`config.mk`:
```
export PLATFORM = sky130hd
export DESIGN_NAME = move_list_walker
export DESIGN_NICKNAME = d
export VERILOG_FILES = /design/src/rtl/move_list_walker_pkg.sv /design/src/rtl/move_list_walker.sv
export SDC_FILE = /design/constraint.sdc
export NUM_CORES = 1
export LEC_CHECK = 0
export ABC_CLOCK_PERIOD_IN_PS = 6400
export BUFFER_PORTS_ARGS = -buffer_cell sky130_fd_sc_hd__buf_2
export CORE_MARGIN = 1.5
export CORE_UTILIZATION = 25
export DETAILED_ROUTE_END_ITERATION = 16
export SLEW_MARGIN = 20
export SYNTH_ARGS = -nofsm -noshare
export SYNTH_HDL_FRONTEND = slang
export SYNTH_SLANG_ARGS = --single-unit
```
`constraint.sdc`:
```
create_clock -name clk -period 6.4 [get_ports clk]
set_input_delay 0.32 -clock clk [delete_from_list [all_inputs] [get_ports clk]]
set_output_delay 0.32 -clock clk [all_outputs]
set_load 0.05 [all_outputs]
```
`src/rtl/move_list_walker_pkg.sv`:
```
// Shared vchess definitions: walker state encoding, UCI move-code field layout and board limits.
// Imported by the move list walker and by anything that builds or decodes UCI move codes.
package move_list_walker_pkg;

    localparam int MAX_POSITIONS = 256;

    localparam int UCI_FROM_LSB  = 0;
    localparam int UCI_TO_LSB    = 6;
    localparam int UCI_PROMO_LSB = 12;

    typedef enum logic [2:0] {
        ST_IDLE,
        ST_LOAD,
        ST_WAIT_READY,
        ST_ADDR,
        ST_PRESENT,
        ST_CLEAR,
        ST_WAIT_IDLE
    } walk_state_e;

    function automatic logic [15:0] make_uci(input logic [3:0] promo,
                                             input logic [5:0] to_sq,
                                             input logic [5:0] from_sq);
        return (16'(promo) << UCI_PROMO_LSB) | (16'(to_sq) << UCI_TO_LSB) |
               (16'(from_sq) << UCI_FROM_LSB);
    endfunction

endpackage

```
`src/rtl/move_list_walker.sv`:
```
// Walks the all_moves move list: one move per READ_LATENCY+1 cycle fetch, then valid/ready hand-off.
// Payload is held stable under mv_ready_in backpressure; abort_in drops mv_valid_out in the same cycle.
module move_list_walker
    import move_list_walker_pkg::*;
#(
    parameter int MAX_POSITIONS_LOG2 = 8,
    parameter int EVAL_WIDTH         = 24,
    parameter int UCI_WIDTH          = 16,
    parameter int READ_LATENCY       = 2
) (
    input  logic                          clk,
    input  logic                          reset,
    input  logic                          start_in,
    input  logic                          abort_in,
    output logic                          busy_out,
    output logic                          board_valid_out,
    input  logic                          am_moves_ready,
    input  logic                          am_idle,
    input  logic [MAX_POSITIONS_LOG2-1:0] am_move_count,
    output logic [MAX_POSITIONS_LOG2-1:0] am_move_index,
    output logic                          am_clear_moves,
    input  logic [UCI_WIDTH-1:0]          uci_in,
    input  logic [EVAL_WIDTH-1:0]         eval_in,
    input  logic                          capture_in,
    output logic                          mv_valid_out,
    input  logic                          mv_ready_in,
    output logic [UCI_WIDTH-1:0]          mv_uci_out,
    output logic [EVAL_WIDTH-1:0]         mv_eval_out,
    output logic                          mv_capture_out,
    output logic [MAX_POSITIONS_LOG2-1:0] mv_index_out,
    output logic                          mv_last_out,
    output logic                          done_out,
    output logic                          no_moves_out
);

    localparam logic [2:0]                    LAT_LAST = 3'(READ_LATENCY);
    localparam logic [MAX_POSITIONS_LOG2-1:0] ONE      = MAX_POSITIONS_LOG2'(1);

    walk_state_e                   state_q, state_d;
    logic [MAX_POSITIONS_LOG2-1:0] index_q, index_d;
    logic [MAX_POSITIONS_LOG2-1:0] count_q, count_d;
    logic [2:0]                    lat_q, lat_d;
    logic [UCI_WIDTH-1:0]          uci_q, uci_d;
    logic [EVAL_WIDTH-1:0]         eval_q, eval_d;
    logic                          cap_q, cap_d;
    logic                          no_moves_q, no_moves_d;
    logic                          is_last;

    assign is_last = (index_q == count_q - ONE);

    always_ff @(posedge clk) begin
        if (reset) begin
            state_q    <= ST_IDLE;
            index_q    <= '0;
            count_q    <= '0;
            lat_q      <= '0;
            uci_q      <= '0;
            eval_q     <= '0;
            cap_q      <= 1'b0;
            no_moves_q <= 1'b0;
        end else begin
            state_q    <= state_d;
            index_q    <= index_d;
            count_q    <= count_d;
            lat_q      <= lat_d;
            uci_q      <= uci_d;
            eval_q     <= eval_d;
            cap_q      <= cap_d;
            no_moves_q <= no_moves_d;
        end
    end

    always_comb begin
        state_d    = state_q;
        index_d    = index_q;
        count_d    = count_q;
        lat_d      = lat_q;
        uci_d      = uci_q;
        eval_d     = eval_q;
        cap_d      = cap_q;
        no_moves_d = no_moves_q;
        unique case (state_q)
            ST_IDLE: begin
                index_d = '0;
                if (start_in) state_d = ST_LOAD;
            end
            ST_LOAD: begin
                no_moves_d = 1'b0;
                state_d    = abort_in ? ST_CLEAR : ST_WAIT_READY;
            end
            ST_WAIT_READY: begin
                if (abort_in) begin
                    state_d = ST_CLEAR;
                end else if (am_moves_ready) begin
                    count_d = am_move_count;
                    index_d = '0;
                    lat_d   = '0;
                    if (am_move_count == '0) begin
                        no_moves_d = 1'b1;
                        state_d    = ST_CLEAR;
                    end else begin
                        state_d = ST_ADDR;
                    end
                end
            end
            ST_ADDR: begin
                // lat_q == READ_LATENCY is the first cycle the RAM reflects index_q
                if (abort_in) begin
                    state_d = ST_CLEAR;
                end else if (lat_q == LAT_LAST) begin
                    uci_d   = uci_in;
                    eval_d  = eval_in;
                    cap_d   = capture_in;
                    state_d = ST_PRESENT;
                end else begin
                    lat_d = lat_q + 3'd1;
                end
            end
            ST_PRESENT: begin
                if (abort_in) begin
                    state_d = ST_CLEAR;
                end else if (mv_ready_in) begin
                    if (is_last) begin
                        state_d = ST_CLEAR;
                    end else begin
                        index_d = index_q + ONE;
                        lat_d   = '0;
                        state_d = ST_ADDR;
                    end
                end
            end
            ST_CLEAR: state_d = ST_WAIT_IDLE;
            ST_WAIT_IDLE: begin
                if (am_idle) begin
                    index_d = '0;
                    state_d = ST_IDLE;
                end
            end
            default: state_d = ST_IDLE;
        endcase
    end

    assign busy_out        = (state_q != ST_IDLE);
    assign board_valid_out = (state_q == ST_LOAD);
    assign am_clear_moves  = (state_q == ST_CLEAR);
    assign am_move_index   = index_q;
    assign mv_valid_out    = (state_q == ST_PRESENT) && !abort_in;
    assign mv_uci_out      = uci_q;
    assign mv_eval_out     = eval_q;
    assign mv_capture_out  = cap_q;
    assign mv_index_out    = index_q;
    assign mv_last_out     = (state_q == ST_PRESENT) && is_last;
    assign done_out        = (state_q == ST_WAIT_IDLE) && am_idle;
    assign no_moves_out    = no_moves_q;

endmodule

```
==> summary.md <==
| Metric | Value |
|---|---|
| Outcome | finished, final reports clean |
| Ys Warns | 0 |
| Mapped Area | approximately 0.003 mm² |
| I/O pin count | 120 |
| CTS Buf Count | 9 |
| Hold buffers post-CTS | 0 |
| Fin. Hold Viols | 0 |
| WL final | ~8500 µm |
| Slew HR | 0.5684 |
| Clock root cell | clkbuf_16 |
| Initial DRT Pass Iterations | 4 |
| Max Fclk | ~350 MHz |
| Die Ht | roughly 110 µm |
| Final worst-path cycle share | 0.4432 |
| Die footprint | 0.01301 mm² |
| Cell row count | 40 |
| Port bufs | roughly 120 |
| Synth unique cells | 47 |
| Drt drc | 0 |
| Clock latency at the later pin of the worst-skew pair | between 300 and 400 ps |
| Setup crit end kind | output port |
| Worst Skew | approximately 5.6 ps |
| Vias in the first global route | 2,828 |
| GR Util All Layers | 0.1329 |
| Initial antenna violation count | 0 |
| Initial core utilization | 0.2568 |
| Routed Antenna Nets | 0 |
| Clk sink count | 64 |
| Synth Flop Type | dfxtp_1 |
| Final Setup Violations | 0 |
| Worst vdd ir | ~0.000096 V |
| Seq/Total Area, Yosys | 0.4154 |
| Post-Syn Nets | 457 |
| Syn_area_per_cell | between 7 and 8 µm² |
| Routed vias/inst | ~4.8 |
| MaxCap Viol Count | 0 |
| Hold WC Path Type | in2reg |
| P per Cell Area | between 200 and 300 mW/mm² |
| Area Growth Syn to Fin | 30.47% |
| Final design utilization | 0.3350 |
| ANT cells | 0 |
| Crit-path max FO | 10 |
| Mapped Cells | approximately 400 |
| Total gr overflow | 0 |
| Setup Fix Bufs, Post-CTS | 0 |
| Layout cells sized above 1 | 0.2952 |
| Core Area | approximately 0.012 mm² |
| Initial drt markers | around 130 |
| Wire per inst | 13.22 µm |
| Final net count | ~550 |
| Critical Path AT | ~2500 ps |
| Yosys reg bits | between 60 and 70 |
| Async SR Flop Fraction | 0 |
| GP Congestion | 0.8292 |
| Slew Limit Fails | 0 |
| Post-synth EDFFs | 0 |
| First-pass GRT wire length | 13,670 µm |
| Detailed placer's ending HPWL | about 6000 µm |
| RSZ-0062 raised after global routing | no |
| Fin crit period | approximately 2800 ps |
| Multi-input logic area | between 0.0015 and 0.002 mm² |
| Filler cells | 1,299 |
| Leak | approximately 1.8 nW |
| Register area | 0.001281 mm² |
| Clock buffer depth | 2 |
| Clock-pin slew on the worst setup and hold paths | 60 ps |
| Setup TNS Final | 0 ps |
| Largest net degree at the start of global routing | 61 |
| Vias | ~3,100 |
| WP data required | just over 6000 ps |
| Die W | around 110 µm |
| Crit start category | register |
| CTS tree | done |
| Least-Margin Pin Slew | between 600 and 700 ps |
| Setup CP Type | reg2out |
| Flop2flop setup slack | approximately 3900 ps |
| # H-tree levels | 3 |
| CTS resizes | 0 |
## layout make-up
| class | instances | area share |
|---|---|---|
| multi-input combinational | 290 | 0.3958 |
| tap | 147 | 0.04571 |
| sequential | 64 | 0.3184 |
| inverter | 7 | 0.006530 |
| clock buffer | 12 | 0.06374 |
| timing repair buffer | 122 | 0.1536 |
| clock inverter | 3 | 0.01617 |
## worst paths after layout
| path | to | cells past startpoint | start |
|---|---|---|---|
| max reg2reg | lat_q[1]$_SDFFE_PP0P_ | 9 | count_q[0]$_SDFFE_PP0P_ |
| max | mv_last_out | 8 | count_q[0]$_SDFFE_PP0P_ |
| min | mv_eval_out[2]$_SDFFE_PP0P_ | 3 | eval_in[2] |
| min reg2reg | mv_eval_out[2]$_SDFFE_PP0P_ | 2 | mv_eval_out[2]$_SDFFE_PP0P_ |
## report_power, final
| part | internal (W) | total, W | switching (W) |
|---|---|---|---|
| Sequential | 0.000402 | 0.000412 | 0.0000102 |
| Combinational | 0.0000360 | 0.0000941 | 0.0000581 |
| Clock | 0.000359 | 0.000534 | 0.000174 |
## synth_stat cells (2+ instances only)
cell type / instances / area [µm²]
nor2b_1: 6 / 37.54
o21ai_0: 15 / 75.07
nand2b_1: 9 / 56.30
buf_4: 9 / 67.56
nor3b_1: 4 / 30.03
nand4_1: 3 / 18.77
clkbuf_1: 21 / 78.83
nor2_1: 20 / 75.07
dfxtp_1: 64 / 1281
ha_1: 4 / 50.05
and3_1: 4 / 25.02
xor2_1: 3 / 26.28
clkbuf_2: 2 / 10.01
o2111ai_1: 2 / 17.52
nand3_1: 4 / 20.02
o21bai_1: 2 / 15.01
xnor2_1: 4 / 35.03
mux2i_1: 9 / 90.09
inv_1: 7 / 26.28
nor4_1: 2 / 12.51
buf_6: 2 / 22.52
nand2_1: 95 / 356.6
or2_2: 3 / 18.77
o211ai_1: 2 / 15.01
a211oi_1: 2 / 15.01
nor3_1: 4 / 20.02
or4_1: 4 / 30.03
a21oi_1: 61 / 305.3
or3_1: 8 / 50.05
and2_1: 3 / 18.77
a21o_1: 2 / 15.01
buf_2: 2 / 10.01
## sequential cells by signal, summed over array words and instances, names as in the netlist
register and flops:
no_moves_out 1, mv_capture_out 1, count_q 8, am_move_index 8, state_q 3, mv_uci_out 16, lat_q 3, mv_eval_out 24
## cells in the final DEF, fill, tap and decap left out, drive strengths merged, types with 2 or more instances in the layout
cell	n
a211oi	2
a21o	2
a21oi	61
and2	4
and3	4
buf	122
bufinv	2
clkbuf	12
dfxtp	64
ha	4
inv	7
mux2i	9
nand2	95
nand2b	9
nand3	4
nand4	3
nor2	20
nor2b	6
nor3	4
nor3b	4
nor4	3
o2111ai	2
o211ai	2
o21ai	16
o21bai	2
or2	3
or3	8
or4	4
xnor2	4
xor2	3
## logic make-up (layout without fill, tap and decap cells)
kind of cell / count (synthesis) / after routing / share of synthesized area
fa+ha+maj: 4 / 4 / 0.01623
flops: 64 / 64 / 0.4154
xor+xnor: 7 / 7 / 0.01988
simple gates: 174 / 174 / 0.2678
buf+inv: 43 / 144 / 0.06978
mux: 9 / 9 / 0.02921
compound gates: 96 / 96 / 0.1817
## metrics by stage
step                      setup slack (ps)  area [µm²]  hold WS (ps)  total power [W]  cells
after floorplan                       3977        3084         456.0        0.0004840    397
after global placement                3982        3702         438.5        0.0005120    630
after detailed placement              3921        3702         445.8        0.0005138    630
after CTS                             3558        4024         212.4         0.001053    645
after global routing                  3378        4024         214.7         0.001084    645
final                                 3564        4024         226.2         0.001040    645
## critical path: stages (launching register included)
cell	delay [ps]
dfxtp_1	440
inv_1	70
ha_1	320
o21bai_1	230
o21a_1	190
a311oi_1	340
or2_2	200
and3_1	150
buf_2	260
## layer usage
layer | vias to the layer above | track usage | wire length (µm)
met1 | 1423 | 0.1697 | 3840
met2 | 98 | 0.2048 | 3968
met4 | 0 | 0.05583 | 135
met5 | - | 0 | 0
met3 | 11 | 0.04553 | 584
li1 | 1534 | - | -
No activity file was read; power rests on OpenSTA's default activity.
